[config.mk]
export PLATFORM = sky130hd
export DESIGN_NAME = controller_scan_v3_flat
export DESIGN_NICKNAME = d
export VERILOG_FILES = /design/src/rtl/controller_scan_v3_if.sv /design/src/rtl/controller_scan_v3.sv /design/src/flat_wrapper.sv
export SDC_FILE = /design/constraint.sdc
export NUM_CORES = 1
export LEC_CHECK = 0
export CORE_MARGIN = 4
export CORE_UTILIZATION = 56
export DETAILED_ROUTE_END_ITERATION = 6
export GPL_TIMING_DRIVEN = 0
export PLACE_DENSITY_LB_ADDON = 0.12
export SLEW_MARGIN = 20
export SYNTH_ARGS = -nofsm -noshare
export SYNTH_HDL_FRONTEND = slang
export SYNTH_SLANG_ARGS = --single-unit
[constraint.sdc]
create_clock -name clk -period 5.9 [get_ports clk]
set_input_delay 1.77 -clock clk [delete_from_list [all_inputs] [get_ports clk]]
set_output_delay 1.77 -clock clk [all_outputs]
set_load 0.03 [all_outputs]
[src/rtl/controller_scan_v3_if.sv]
// CPU-side bus for the controller port block: strobe, address, direction and data.
// The controller drives only cpu_data_out, which the bus fabric ORs into cpu_din.
interface controller_scan_v3_if;
  logic        ph2_falling;
  logic [15:0] cpu_addr;
  logic        cpu_rnw;
  logic        cpu_data_in;
  logic [7:0]  cpu_data_out;

  modport master (
    output ph2_falling, cpu_addr, cpu_rnw, cpu_data_in,
    input  cpu_data_out
  );

  modport slave (
    input  ph2_falling, cpu_addr, cpu_rnw, cpu_data_in,
    output cpu_data_out
  );
endinterface

[src/rtl/controller_scan_v3.sv]
// Joypad port block: an auto-scan engine fills per-pad shadow registers, and
// CPU reads of $4016/$4017 are served serially from those shadows.
module controller_scan_v3 #(
  parameter int unsigned NUM_PORTS = 2,
  parameter int unsigned NUM_BITS  = 8,
  parameter int unsigned CLK_HALF  = 150,
  parameter int unsigned LATCH_LEN = 300,
  parameter logic [15:0] BASE_ADDR = 16'h4016
) (
  input  logic                          clk,
  input  logic                          rstn_in,
  controller_scan_v3_if.slave           bus,
  input  logic                          poll_start,
  input  logic [NUM_PORTS-1:0]          pad_data,
  output logic [NUM_PORTS-1:0]          pad_clk,
  output logic                          pad_latch,
  output logic                          scan_busy,
  output logic                          scan_done,
  output logic [NUM_PORTS*NUM_BITS-1:0] buttons
);

  localparam int unsigned NB   = NUM_PORTS * NUM_BITS;
  localparam int unsigned KW   = (NUM_BITS > 1) ? $clog2(NUM_BITS) : 1;
  localparam int unsigned PW   = $clog2(NUM_BITS + 1);
  localparam int unsigned TMAX = (LATCH_LEN > CLK_HALF) ? LATCH_LEN : CLK_HALF;
  localparam int unsigned TW   = $clog2(TMAX + 1);

  localparam logic [PW-1:0] PTR_SAT    = PW'(NUM_BITS);
  localparam logic [KW-1:0] LAST_BIT   = KW'(NUM_BITS - 1);
  localparam logic [TW-1:0] LATCH_LOAD = TW'(LATCH_LEN - 1);
  localparam logic [TW-1:0] CLK_LOAD   = TW'(CLK_HALF - 1);

  typedef enum logic [2:0] {
    S_IDLE, S_LATCH, S_SAMPLE, S_CLK_LO, S_CLK_HI, S_COMMIT
  } state_e;

  state_e          state_q, state_d;
  logic [TW-1:0]   timer_q, timer_d;
  logic [KW-1:0]   bit_q, bit_d;
  logic [NB-1:0]   cap_q, cap_d;
  logic [NB-1:0]   buttons_q, buttons_d;
  logic            strobe_q, strobe_d;
  logic [PW-1:0]   ptr_q [2];
  logic [PW-1:0]   ptr_d [2];

  logic            sel_lo, sel_hi, wr_lo, rd_lo, rd_hi;
  logic            strobe_fall, trigger;
  logic [3:0]      rd_bit;
  logic [NUM_BITS-1:0] pad_sh, pad_cap;
  logic [PW-1:0]   pad_ptr;

  assign sel_lo      = (bus.cpu_addr == BASE_ADDR);
  assign sel_hi      = (bus.cpu_addr == BASE_ADDR + 16'd1);
  assign wr_lo       = bus.ph2_falling & ~bus.cpu_rnw & sel_lo;
  assign rd_lo       = bus.ph2_falling &  bus.cpu_rnw & sel_lo;
  assign rd_hi       = bus.ph2_falling &  bus.cpu_rnw & sel_hi;
  assign strobe_fall = wr_lo & strobe_q & ~bus.cpu_data_in;
  // A strobe release coinciding with poll_start is a single trigger.
  assign trigger     = poll_start | strobe_fall;

  // Strobe high pins both pointers at 0, which also covers the clear on release.
  always_comb begin
    strobe_d = strobe_q;
    ptr_d    = ptr_q;
    if (wr_lo) strobe_d = bus.cpu_data_in;
    if (strobe_q) begin
      ptr_d[0] = '0;
      ptr_d[1] = '0;
    end else begin
      if (rd_lo && ptr_q[0] != PTR_SAT) ptr_d[0] = ptr_q[0] + 1'b1;
      if (rd_hi && ptr_q[1] != PTR_SAT) ptr_d[1] = ptr_q[1] + 1'b1;
    end
  end

  always_comb begin
    rd_bit  = '0;
    pad_sh  = '0;
    pad_ptr = '0;
    for (int unsigned p = 0; p < NUM_PORTS; p++) begin
      pad_sh  = buttons_q[p*NUM_BITS +: NUM_BITS];
      pad_ptr = ptr_q[p % 2];
      if (pad_ptr >= PTR_SAT) rd_bit[p] = 1'b1;
      else                    rd_bit[p] = pad_sh[pad_ptr[KW-1:0]];
    end
    bus.cpu_data_out = '0;
    if (bus.cpu_rnw && sel_lo)      bus.cpu_data_out[1:0] = {rd_bit[2], rd_bit[0]};
    else if (bus.cpu_rnw && sel_hi) bus.cpu_data_out[1:0] = {rd_bit[3], rd_bit[1]};
  end

  always_comb begin
    state_d   = state_q;
    timer_d   = timer_q;
    bit_d     = bit_q;
    cap_d     = cap_q;
    buttons_d = buttons_q;
    pad_cap   = '0;
    case (state_q)
      S_IDLE: begin
        if (trigger) begin
          state_d = S_LATCH;
          timer_d = LATCH_LOAD;
          bit_d   = '0;
        end
      end
      S_LATCH: begin
        if (timer_q == '0) state_d = S_SAMPLE;
        else               timer_d = timer_q - 1'b1;
      end
      S_SAMPLE: begin
        for (int unsigned p = 0; p < NUM_PORTS; p++) begin
          pad_cap        = cap_q[p*NUM_BITS +: NUM_BITS];
          pad_cap[bit_q] = ~pad_data[p];
          cap_d[p*NUM_BITS +: NUM_BITS] = pad_cap;
        end
        if (bit_q == LAST_BIT) begin
          state_d = S_COMMIT;
        end else begin
          state_d = S_CLK_LO;
          timer_d = CLK_LOAD;
        end
      end
      S_CLK_LO: begin
        if (timer_q == '0) begin
          state_d = S_CLK_HI;
          timer_d = CLK_LOAD;
        end else begin
          timer_d = timer_q - 1'b1;
        end
      end
      S_CLK_HI: begin
        if (timer_q == '0) begin
          state_d = S_SAMPLE;
          bit_d   = bit_q + 1'b1;
        end else begin
          timer_d = timer_q - 1'b1;
        end
      end
      S_COMMIT: begin
        buttons_d = cap_q;
        state_d   = S_IDLE;
      end
      default: state_d = S_IDLE;
    endcase
  end

  always_ff @(posedge clk or negedge rstn_in) begin
    if (!rstn_in) begin
      state_q   <= S_IDLE;
      timer_q   <= '0;
      bit_q     <= '0;
      cap_q     <= '0;
      buttons_q <= '0;
      strobe_q  <= 1'b0;
      ptr_q[0]  <= '0;
      ptr_q[1]  <= '0;
    end else begin
      state_q   <= state_d;
      timer_q   <= timer_d;
      bit_q     <= bit_d;
      cap_q     <= cap_d;
      buttons_q <= buttons_d;
      strobe_q  <= strobe_d;
      ptr_q[0]  <= ptr_d[0];
      ptr_q[1]  <= ptr_d[1];
    end
  end

  assign pad_clk   = {NUM_PORTS{state_q != S_CLK_LO}};
  assign pad_latch = (state_q == S_LATCH);
  assign scan_busy = (state_q != S_IDLE);
  assign scan_done = (state_q == S_COMMIT);
  assign buttons   = buttons_q;

endmodule

[src/flat_wrapper.sv]
// flat-port wrapper written by rule: the top's interface ports become plain ports
module controller_scan_v3_flat 
#(
  parameter int unsigned NUM_PORTS = 2,
  parameter int unsigned NUM_BITS  = 8,
  parameter int unsigned CLK_HALF  = 150,
  parameter int unsigned LATCH_LEN = 300,
  parameter logic [15:0] BASE_ADDR = 16'h4016
)
  (clk, rstn_in, poll_start, pad_data, pad_clk, pad_latch, scan_busy, scan_done, buttons, bus_ph2_falling, bus_cpu_addr, bus_cpu_rnw, bus_cpu_data_in, bus_cpu_data_out);
  controller_scan_v3_if bus_i ();
  input  logic clk;
  input  logic rstn_in;
  input  logic poll_start;
  input  logic [NUM_PORTS-1:0] pad_data;
  output logic [NUM_PORTS-1:0] pad_clk;
  output logic pad_latch;
  output logic scan_busy;
  output logic scan_done;
  output logic [NUM_PORTS*NUM_BITS-1:0] buttons;
  input wire logic [$bits(bus_i.ph2_falling)-1:0] bus_ph2_falling;
  input wire logic [$bits(bus_i.cpu_addr)-1:0] bus_cpu_addr;
  input wire logic [$bits(bus_i.cpu_rnw)-1:0] bus_cpu_rnw;
  input wire logic [$bits(bus_i.cpu_data_in)-1:0] bus_cpu_data_in;
  output wire logic [$bits(bus_i.cpu_data_out)-1:0] bus_cpu_data_out;
  assign bus_i.ph2_falling = bus_ph2_falling;
  assign bus_i.cpu_addr = bus_cpu_addr;
  assign bus_i.cpu_rnw = bus_cpu_rnw;
  assign bus_i.cpu_data_in = bus_cpu_data_in;
  assign bus_cpu_data_out = bus_i.cpu_data_out;
  controller_scan_v3 #(.NUM_PORTS(NUM_PORTS), .NUM_BITS(NUM_BITS), .CLK_HALF(CLK_HALF), .LATCH_LEN(LATCH_LEN), .BASE_ADDR(BASE_ADDR)) u_core (.clk(clk), .rstn_in(rstn_in), .bus(bus_i), .poll_start(poll_start), .pad_data(pad_data), .pad_clk(pad_clk), .pad_latch(pad_latch), .scan_busy(scan_busy), .scan_done(scan_done), .buttons(buttons));
endmodule
==> reports/results.txt <==
The tools report the hold-critical path endpoint as u_core.cap_q[6]$_DFFE_PN0P_. The tools report the count of distinct cell types in the synthesized netlist as 61. The tools report the critical register-to-register path startpoint as u_core.timer_q[0]$_DFFE_PN0P_.

The area used by sequential logic in the layout came out at 1400 sq um. The adder and majority cell fraction of the synthesized area works out to 2.48%. The tools report the number of global-route vias before repair as 2304. The top-area cell type share of the netlist area was 46.2%. In this run, CTS created clock tree buffers numbering 5. The tightest min-delay check is of the register to register type. At the worst endpoint, the arrival time is 3930 ps.

By area the synthesized netlist is led by sky130_fd_sc_hd__dfrtp_1 (46%), sky130_fd_sc_hd__mux2_2 (5.9%), sky130_fd_sc_hd__nand2_1 (3.8%), sky130_fd_sc_hd__o21ai_0 (3.5%), sky130_fd_sc_hd__mux4_2 (3.0%). The run gives 320 ps as the latest clock arrival within the worst-skew pair. The pin count of the biggest net entering global routing was 57. Data on the critical path is required at its endpoint by 4130 ps. The routed design could run at a clock period as short as 5700 ps.

IR analysis of the VDD net gives a maximum drop of 0.204 mV. Compared with the post-synthesis result, the final layout area differs by 21.5%. Summed over all instances, the cell type with the most area after synthesis is sky130_fd_sc_hd__dfrtp_1. The detail route stage leaves a number of antenna-violating nets equal to 0. For the share of power burned in the clock network, the log shows 34.5%. After Yosys synthesis, XOR and XNOR cells account for 1.45% of the synthesized area. Once layout is complete, the utilization of the core stands at 71.2%.

From left edge to right edge, the die measures 81.6 um. The wire length reported by the detailed router came out at 6600 um. After clock tree synthesis, the clock-pin slew on the worst setup and hold paths is 110 ps. The number of standard cells after synthesis came out at 288. The number of placed instances, taps included, is 409. The routed layout has 2374 vias. Once the clock tree was built, the setup fixing pass inserted 0 buffers. The final worst setup slack was 203 ps.

For the pre-CTS setup slack, the log shows 189 ps. The most used flip-flop cell after synthesis is sky130_fd_sc_hd__dfrtp_1. The share of the Yosys chip area taken by registers is 46.2%. The number of gates resized after cts came out at 0. Setup repair after global routing left no endpoint under its margin. In the routed design, unresolved DRC markers number 0.

The compound-cell area share of the yosys netlist works out to 15.0%. Share of synthesized flip-flops with an asynchronous set or reset: 100%. The floorplan has 26 rows. The worst-case register-to-register setup slack is 3720 ps, and the final total negative setup slack is 0 ps. The power density normalized to cell area was 175 nW/um^2; the global-route congestion overflow total was 0. The logs give 0 for the antenna diode count and 12.6 ps for the final setup skew.

In the routed layout, each cell is associated on average with a via count of 5.69. Net switching is 24.1% of the power. Main combinational cell family by area after synthesis: simple AND/OR/NAND/NOR gates. The tools report the kind of end point of the critical path as an output port. The count of nets after finishing was 376; the area fraction in and, or, nand and nor cells after synthesis was 18.4%. Summed over all cells, the static leakage comes to 1.68 nW.

Headroom to the max-slew limit came out at 53.6%. In the synthesized netlist, mux cells make up 11.1% of the area. Sequential cells account for 59.7% of the total power. TritonCTS built the clock tree. After filler insertion, the fill cell instance count of the layout stands at 389. Combinational logic is responsible for 5.8% of the overall power.

The run finished with clean final reports. The logs give 0 for the count of final max-slew check failures and 4830 um for the final HPWL from detailed placement. Global routing consumed, over all layers together, 22.1% of the routing resources.

The run gives 176 MHz as the highest achievable clock rate. The area of the die is 6650 sq um. Count of endpoints failing setup in the final report: 0.

The first TritonRoute pass finished after 4 iterations. Port buffering added 45 buffers. The average size of a mapped cell came out at 10.5 sq um. During synthesis, Yosys emitted a total of 0 warnings. The length in cells of the worst reg-to-reg path was 7.

STA classifies the critical path startpoint as a primary input. The run gives 141 as the violation count after the first detailed-route iteration. Yosys mapped a number of flops with a built-in enable equal to 0. For the core outline area, the log shows 5170 sq um. The worst hold path begins at u_core.cap_q[6]$_DFFE_PN0P_. At the end of routability-driven placement, the weighted congestion stood at 0.871. For this configuration, the core starts out at a cell density of 58.6%. The longest clock path from root to sink contains 2 buffers. The path type of the worst setup path is primary input to output port.

The number of maximum-capacitance violations is 0, and the number of cells traversed by the worst hold path is 2. The clock drives 56 sinks. The area occupied by multi-input gates was 1490 sq um; the cell internal power dissipation was 0.489 mW. 53 I/O pins were placed.

The register bit count reported by yosys works out to 56. The die is 81.6 um tall. For the number of endpoints with negative hold slack in the final report, the log shows 0.

In this run, post-CTS hold repair placed 0 buffers. Cells with a size suffix above 1 make up 16.4% of the layout. Transition time at the pin with the least slew margin: 696 ps.

The run gives 2 as the maximum level of the CTS H-tree. The count of non-filler cells in the finished layout came out at 417. The tools report the endpoint of the worst register-to-register path as u_core.timer_q[1]$_DFFE_PN0P_. The first global-routing pass estimated 11100 um of wire. In this run the power spent charging and discharging nets is 0.156 mW.

Along the worst path, the maximum fanout reaches 3. The tools report the master cell of the clock root buffer as sky130_fd_sc_hd__clkbuf_8. Period utilization: 96.6%. After synthesis the cells add up to 3030 sq um. Dividing the detail-routed wire length by the instance count gives 15.8 um. After layout, the design draws a total of 0.644 mW. The initial antenna violation count is 0.
-- critical path, stage by stage --
cell	delay [ps]
sky130_fd_sc_hd__clkdlybuf4s50_1	450
sky130_fd_sc_hd__nor4bb_1	370
sky130_fd_sc_hd__and4_1	320
sky130_fd_sc_hd__nand2_1	70
sky130_fd_sc_hd__a311oi_1	220
sky130_fd_sc_hd__clkdlybuf4s50_1	720
-- cells in the mapped netlist (5+ instances only) --
master,count
sky130_fd_sc_hd__a21oi_1,9
sky130_fd_sc_hd__buf_4,8
sky130_fd_sc_hd__dfrtp_1,56
sky130_fd_sc_hd__ha_1,6
sky130_fd_sc_hd__inv_1,11
sky130_fd_sc_hd__mux2_2,16
sky130_fd_sc_hd__mux2i_1,5
sky130_fd_sc_hd__nand2_1,31
sky130_fd_sc_hd__nand3_1,6
sky130_fd_sc_hd__nor2_1,17
sky130_fd_sc_hd__nor2b_1,5
sky130_fd_sc_hd__nor3_1,6
sky130_fd_sc_hd__o211ai_1,5
sky130_fd_sc_hd__o21ai_0,21
-- cell families (layout without fill, tap and decap cells) --
group / count (synthesis) / in the layout
DFF: 56 / 56
AOI/OAI and AO/OA: 68 / 68
and+or+nand+nor: 99 / 99
other: 1 / 7
muxes: 26 / 26
adders and majority gates: 6 / 6
xor gates and xnor gates: 5 / 5
buffers and inverters: 27 / 80
-- worst max path at each step --
stage | start | to | slack (ps) | cells after the start
floorplan | bus_cpu_addr[9] | bus_cpu_data_out[0] | 970 | 4
global placement | bus_cpu_addr[2] | bus_cpu_data_out[0] | 240 | 6
detailed placement | bus_cpu_addr[2] | bus_cpu_data_out[0] | 190 | 6
CTS | bus_cpu_addr[2] | bus_cpu_data_out[0] | 170 | 6
global route | bus_cpu_addr[2] | bus_cpu_data_out[0] | 90 | 6
finish | bus_cpu_addr[2] | bus_cpu_data_out[0] | 200 | 6
-- placed cells by master (no fill, tap or decap), types with 7 or more instances in the layout --
cell type	synthesis	final
sky130_fd_sc_hd__dfrtp_1	56	56
sky130_fd_sc_hd__clkdlybuf4s50_1	0	44
sky130_fd_sc_hd__nand2_1	31	31
sky130_fd_sc_hd__o21ai_0	21	21
sky130_fd_sc_hd__nor2_1	17	17
sky130_fd_sc_hd__mux2_2	16	16
sky130_fd_sc_hd__inv_1	11	11
sky130_fd_sc_hd__a21oi_1	9	9
sky130_fd_sc_hd__buf_4	8	9
sky130_fd_sc_hd__conb_1	1	7
-- sequential cells by signal, summed over array words and instances (netlist names) --
name	cells
u_core.timer_q	9
u_core.buttons	16
u_core.state_q	3
u_core.strobe_q	1
u_core.bit_q	3
u_core.ptr_q	4
u_core.pad_ptr	4
u_core.cap_q	16
-- layer usage --
layer | share of wire, % | vias up | wire length (um) | track usage [%]
met1 | 45 | 1136 | 2980 | 30.7
li1 | - | 1157 | - | -
met5 | 0 | - | 0 | 0
met4 | 0.97 | 0 | 64 | 6.42
met2 | 47 | 75 | 3090 | 34.5
met3 | 7.0 | 6 | 461 | 5.15
-- stage by stage --
step	hold slack, ps	instance area, sq um
2_1_floorplan	446	3050
4_1_cts	494	3680
5_1_grt	528	3680
6_report	488	3680
3_5_place_dp	468	3590
3_3_place_gp	460	3590
-- power groups by stage --
stage | Combinational (mW) | Sequential (mW) | Clock [mW]
floorplan | 0.0120 | 0.392 | 0
global placement | 0.0377 | 0.392 | 0
finish | 0.0373 | 0.385 | 0.223
CTS | 0.0379 | 0.385 | 0.230
global route | 0.0408 | 0.385 | 0.249
detailed placement | 0.0378 | 0.392 | 0
-- area by class of cell --
cell class	instances	share of cell area, %
clock buffer	5	1.87
inverter	11	1.12
timing repair buffer	45	12.2
sequential	56	38.1
clock inverter	3	0.680
buffer	16	3.19
multi-input combinational	211	40.5
tap	70	2.38
Note: power is estimated with default switching activity, not from simulation.
==> patch 1, RTL diff (same settings) <==
`CLK_HALF` is set to 150 in 2 places; all go to 300.
--- a/src/rtl/controller_scan_v3.sv
+++ b/src/rtl/controller_scan_v3.sv
@@ -5,3 +5,3 @@
   parameter int unsigned NUM_BITS  = 8,
-  parameter int unsigned CLK_HALF  = 150,
+  parameter int unsigned CLK_HALF  = 300,
   parameter int unsigned LATCH_LEN = 300,
--- a/src/flat_wrapper.sv
+++ b/src/flat_wrapper.sv
@@ -5,3 +5,3 @@
   parameter int unsigned NUM_BITS  = 8,
-  parameter int unsigned CLK_HALF  = 150,
+  parameter int unsigned CLK_HALF  = 300,
   parameter int unsigned LATCH_LEN = 300,
Function: no difference found for any inputs over 10 cycles, from zero or initial values and one cycle with rstn_in low; that may be too few to reach the edited logic, so the function may still have changed.
==> patch 1 against the unedited design <==
  * Final area is 4.4% lower
  * Routed wire length fell by 6.3%
  * Synthesized cell count decreased by 3.8%
  * Setup slack improved by 0.036 ns
  * Synthesized area fell by 5.2%
  * Sequential share of layout area up 1.7 points
  * Highest routed layer unchanged
  * Sequential cell count unchanged
  * Count of clock-buffer cells in the layout did not move
Power is not compared: it rests on default switching activity, and its combinational part moved more than twofold at a synthesized area within 25%.
==> patch 1: results (changes against the unedited design) <==
P_seq=0.000462 W; Worst Skew=0.005910 ns (was 0.01259 ns); H-tree depth=2 (unchanged); placed instance area=0.003427 mm² (was 0.003588 mm²); Max VDD drop=~190 µV; status=finished, final reports clean (unchanged); wire length on met1=2.702 mm (was 2.982 mm); largest net degree at the start of global routing=57 (unchanged); worst hold path type=reg -> reg (unchanged); slew of the pin with the lowest slew margin=0.6968 ns (was 0.6958 ns); # diodes=0 (unchanged); initial antenna violation count=0 (unchanged); Max clock buf depth=2 (unchanged); Placed Instances=395 (was 409); Final nets=364 (was 376); LEAKAGE=1.602 nW; CP Class=in -> out (unchanged); clk root buf=clkbuf_8 (unchanged); Synth Flop Type=dfrtp_1 (unchanged); endpoints failing hold=0 (unchanged); Worst path max stage delay=0.54 ns (was 0.72 ns); top cell family by delay on the critical path=simple AND/OR/NAND/NOR gates (was buffers and inverters); Vias/cell=5.556 (was 5.693); Mean Syn Cell Area=10.37 µm² (was 10.52 µm²); Post-synth ARST share=1.000 (unchanged); share of layout cells above drive strength 1=0.1280 (was 0.1643); Clk Latency, worst-skew pair=0.32 ns (about the same); Commonest cells post-synth=56 x dfrtp_1, 32 x nand2_1, 23 x o21ai_0, 17 x inv_1, 15 x nor2_1 (was 56 x dfrtp_1, 31 x nand2_1, 21 x o21ai_0, 17 x nor2_1, 16 x mux2_2); Routed wire per std cell=15.34 µm (was 15.82 µm); register area share after synthesis=0.4878 (was 0.4624); Total GRT Usage=0.2216 (was 0.2205); Synth area leaders=dfrtp_1 49%, mux2_2 5.5%, nand2_1 4.2%, o21ai_0 4.0%, mux4_2 3.1% (was dfrtp_1 46%, mux2_2 5.9%, nand2_1 3.8%, o21ai_0 3.5%, mux4_2 3.0%); DRT Pass-1 Iters=4 (unchanged); Netlist cell types=49 (was 61); vias in the first global route=2278 (was 2304); switching fraction of total power=0.3144; Starting DRT DRC Count=136 (was 141); DRC errors left=0 (unchanged); hpwl dp=4.646 mm (was 4.835 mm); GPL Wtd Cong=0.8136 (was 0.8710); Slowest cell on crit path=or4_4 (was clkdlybuf4s50_1); met3 routed WL=376 µm (was 461 µm); Post-Route WL=6.182 mm (was 6.596 mm); crit-path max FO=2 (was 3); dpl ws=-0.06924 ns (was 0.1891 ns); routed wl met2=2.945 mm (was 3.087 mm); first-pass GRT wire length=10.84 mm (was 11.14 mm); WP data arrival=3.89 ns (was 3.93 ns); clk pwr=0.000223 W
-- patch 1: changes by cell type in the layout (fill, tap and decap cells not counted), moves of 4 or more --
cell,change
inv_1,+6
clkbuf_1,+5
a22o_1,+4
buf_2,-4
nand3_1,-4
or3_1,+4
-- patch 1: final timing paths --
check | to | slack (ns) | cells after the start | startpoint
worst max-delay path | bus_cpu_data_out[0] | 0.24 | 6 | bus_cpu_addr[9]
worst min-delay path | u_core.cap_q[12] | 0.49 | 2 | u_core.cap_q[12]
worst max register to register | u_core.timer_q[1] | 3.38 | 8 | u_core.timer_q[0]
worst min register to register | u_core.cap_q[12] | 0.49 | 2 | u_core.cap_q[12]
max in group asynchronous | u_core.state_q[1] | 3.95 | 1 | rstn_in
min in group asynchronous | u_core.pad_ptr[0] | 1.50 | 1 | rstn_in
-- patch 1: repair_timing --
item,CTS,global route
buffers inserted,0,0
gates resized for setup,1,0
endpoints found under the hold margin,0,0
endpoints found under the setup margin,1,0
-- patch 1: metal layers --
| metal | GRT usage | vias to the layer above |
|---|---|---|
| li1 | - | 1085 |
| met5 | 0 | - |
| met1 | 0.2920 | 1068 |
| met4 | 0.08247 | 0 |
| met2 | 0.3573 | 70 |
| met3 | 0.05079 | 16 |
-- patch 1: area by class of cell --
type | count | area [µm²]
Buffer | 16 | 93.84
Clock buffer | 5 | 68.82
Clock inverter | 3 | 26.28
Fill cell | 365 | 1328
Inverter | 17 | 63.81
Multi-Input combinational cell | 194 | 1336
Sequential cell | 56 | 1401
Tap cell | 67 | 83.83
Timing Repair Buffer | 45 | 446.7
-- patch 1: kinds of logic after synthesis --
kind of cell,Yosys count,synth area share
mux,27,0.1185
other cells,1,0.001305
xor+xnor,5,0.01524
simple gates,92,0.1760
flops,56,0.4878
compound gates,58,0.1246
fa+ha+maj,5,0.02178
buf+inv,33,0.05487
==> patch 2, RTL diff (same settings) <==
Made on the original files. Register the input `pad_data` before use, cleared by the reset. The logic sees it one clock later. The other inputs are not delayed to match.
--- a/src/rtl/controller_scan_v3.sv
+++ b/src/rtl/controller_scan_v3.sv
@@ -35,2 +35,12 @@
   } state_e;
+
+  logic [NUM_PORTS-1:0] pad_data_q;
+
+  always_ff @(posedge clk or negedge rstn_in) begin
+    if (!rstn_in) begin
+      pad_data_q <= '0;
+    end else begin
+      pad_data_q <= pad_data;
+    end
+  end
 
@@ -111,3 +121,3 @@
           pad_cap        = cap_q[p*NUM_BITS +: NUM_BITS];
-          pad_cap[bit_q] = ~pad_data[p];
+          pad_cap[bit_q] = ~pad_data_q[p];
           cap_d[p*NUM_BITS +: NUM_BITS] = pad_cap;
Check against the original RTL: no difference found for any inputs over 10 cycles, from zero or initial values and one cycle with rstn_in low; that may be too few to reach the edited logic, so the function may still have changed.
==> patch 2 against the unedited design <==
  * Register-to-register slack got worse by 0.26 ns
  * Synthesized area increased by 1.5%
  * Utilization increased by 3.5 points
  * Routed wire length increased by 9.4%
  * Via count increased by 4.7%
  * Final area increased by 5.5%
  * Setup slack improved by 0.22 ns
  * Sequential cell count increased by 2
  * Critical path type unchanged
  * Largest cell class unchanged
Power is not compared: it rests on default switching activity, and its combinational part moved more than twofold at a synthesized area within 25%.
==> patch 2: results (changes against the unedited design) <==
Netlist cell types=51 (was 61); via count=2485 (was 2374); WP data arrival=3.70 ns (was 3.93 ns); Routed wire per std cell=16.58 µm (was 15.82 µm); clk slew on worst S/H paths=0.08 ns (was 0.11 ns); hpwl dp=5.212 mm (was 4.835 mm); H-tree depth=3 (was 2); Post-Synth Adder-Cell Area=0.02441 (was 0.02477); Slew HR=0.5197 (was 0.5361); PortBufs=45 (unchanged); Clk Latency, worst-skew pair=0.34 ns (was 0.32 ns); Synth area leaders=dfrtp_1 47%, mux2_2 4.8%, o21ai_0 3.9%, nand2_1 3.7%, mux4_2 2.9% (was dfrtp_1 46%, mux2_2 5.9%, nand2_1 3.8%, o21ai_0 3.5%, mux4_2 3.0%); Total GRT Usage=0.2408 (was 0.2205); Compound-Gate Fraction of Synth Area=0.1265 (was 0.1503); multiplexer share of the synthesized area=0.1046 (was 0.1107); share of layout cells above drive strength 1=0.1726 (was 0.1643); status=finished, final reports clean (unchanged); crit-path max FO=7 (was 3); Commonest cells post-synth=58 x dfrtp_1, 30 x nand2_1, 24 x o21ai_0, 17 x nor2_1 (was 56 x dfrtp_1, 31 x nand2_1, 21 x o21ai_0, 17 x nor2_1, 16 x mux2_2); Overflow after GRT=0 (unchanged); Synth warnings=0 (unchanged); register area share after synthesis=0.4719 (was 0.4624); first-pass GRT wire length=12.12 mm (was 11.14 mm); DRT Pass-1 Iters=5 (was 4); # resized after CTS=0 (unchanged); largest net degree at the start of global routing=51 (was 57); Starting DRT DRC Count=201 (was 141); GPL Wtd Cong=0.8683 (was 0.8710); Post-Synth XOR/XNOR Area=0.01424 (was 0.01445); Final nets=390 (was 376); Worst Skew=0.009483 ns (was 0.01259 ns); cts bufs inserted=9 (was 5)
## patch 2: changes by cell type after synthesis, sizes merged, moves of 3 or more
| cell | before | now |
|---|---|---|
| nand3 | 6 | 10 |
| o211ai | 5 | 2 |
| or2 | 0 | 4 |
| o31ai | 1 | 5 |
| a211oi | 0 | 3 |
| clkbuf | 1 | 7 |
| a22o | 6 | 0 |
| nor4 | 5 | 8 |
| buf | 15 | 11 |
| mux2 | 17 | 14 |
| and2 | 6 | 3 |
## patch 2: through the flow
step | util | setup slack [ns] | instances | instance area (µm²)
after global routing | 0.7466 | 0.3005 | 435 | 3886
after global placement | 0.6986 | 0.4130 | 418 | 3636
after detailed placement | 0.7034 | 0.4225 | 419 | 3661
after CTS | 0.7466 | 0.4178 | 435 | 3886
final | 0.7466 | 0.4274 | 435 | 3886
after floorplan | - | 0.9032 | 303 | 3098
## patch 2: per-layer routing
metal  part of all wire  vias up  track usage
met4              0.016        0      0.07807
met5                  0        -            0
met1               0.43     1193       0.3161
li1                   -     1183            -
met3              0.074       14      0.06833
met2               0.48       95       0.3869
## patch 2: worst paths after layout
check | from | endpoint | slack [ns] | depth (start not counted)
setup / recovery | bus_cpu_addr[9] | bus_cpu_data_out[0] | 0.43 | 5
hold / removal | u_core.cap_q[2] | u_core.cap_q[2] | 0.50 | 2
setup reg to reg | u_core.timer_q[0] | u_core.timer_q[1] | 3.46 | 8
hold reg to reg | u_core.cap_q[2] | u_core.cap_q[2] | 0.50 | 2
max in group asynchronous | rstn_in | u_core.cap_q[15] | 4.16 | 2
min in group asynchronous | rstn_in | u_core.timer_q[8] | 1.26 | 1
## patch 2: layout make-up
class	count	area (µm²)
inverter	13	48.80
clock inverter	7	101.3
fill	376	1319
buffer	18	107.6
clock buffer	9	123.9
timing repair buffer	46	475.5
tap	70	87.58
sequential	58	1451
multi-input combinational	214	1490
## patch 2: cells by family after synthesis
group / count (synthesis)
simple gates: 110
mux: 25
xor+xnor: 5
buf+inv: 31
fa+ha+maj: 6
other cells: 1
compound gates: 61
flops: 58
## patch 2: tightest hold or removal path, stage by stage (launching register included)
cell and delay [ns]:
dfrtp_1 0.34, nand2_1 0.05, o21ai_0 0.07
## patch 2: power breakdown
part	switching [W]	internal, W	total, W
clock network	0.000176	0.000241	0.000417
logic	0.000169	0.000149	0.000317
registers	0.0000676	0.000452	0.000519
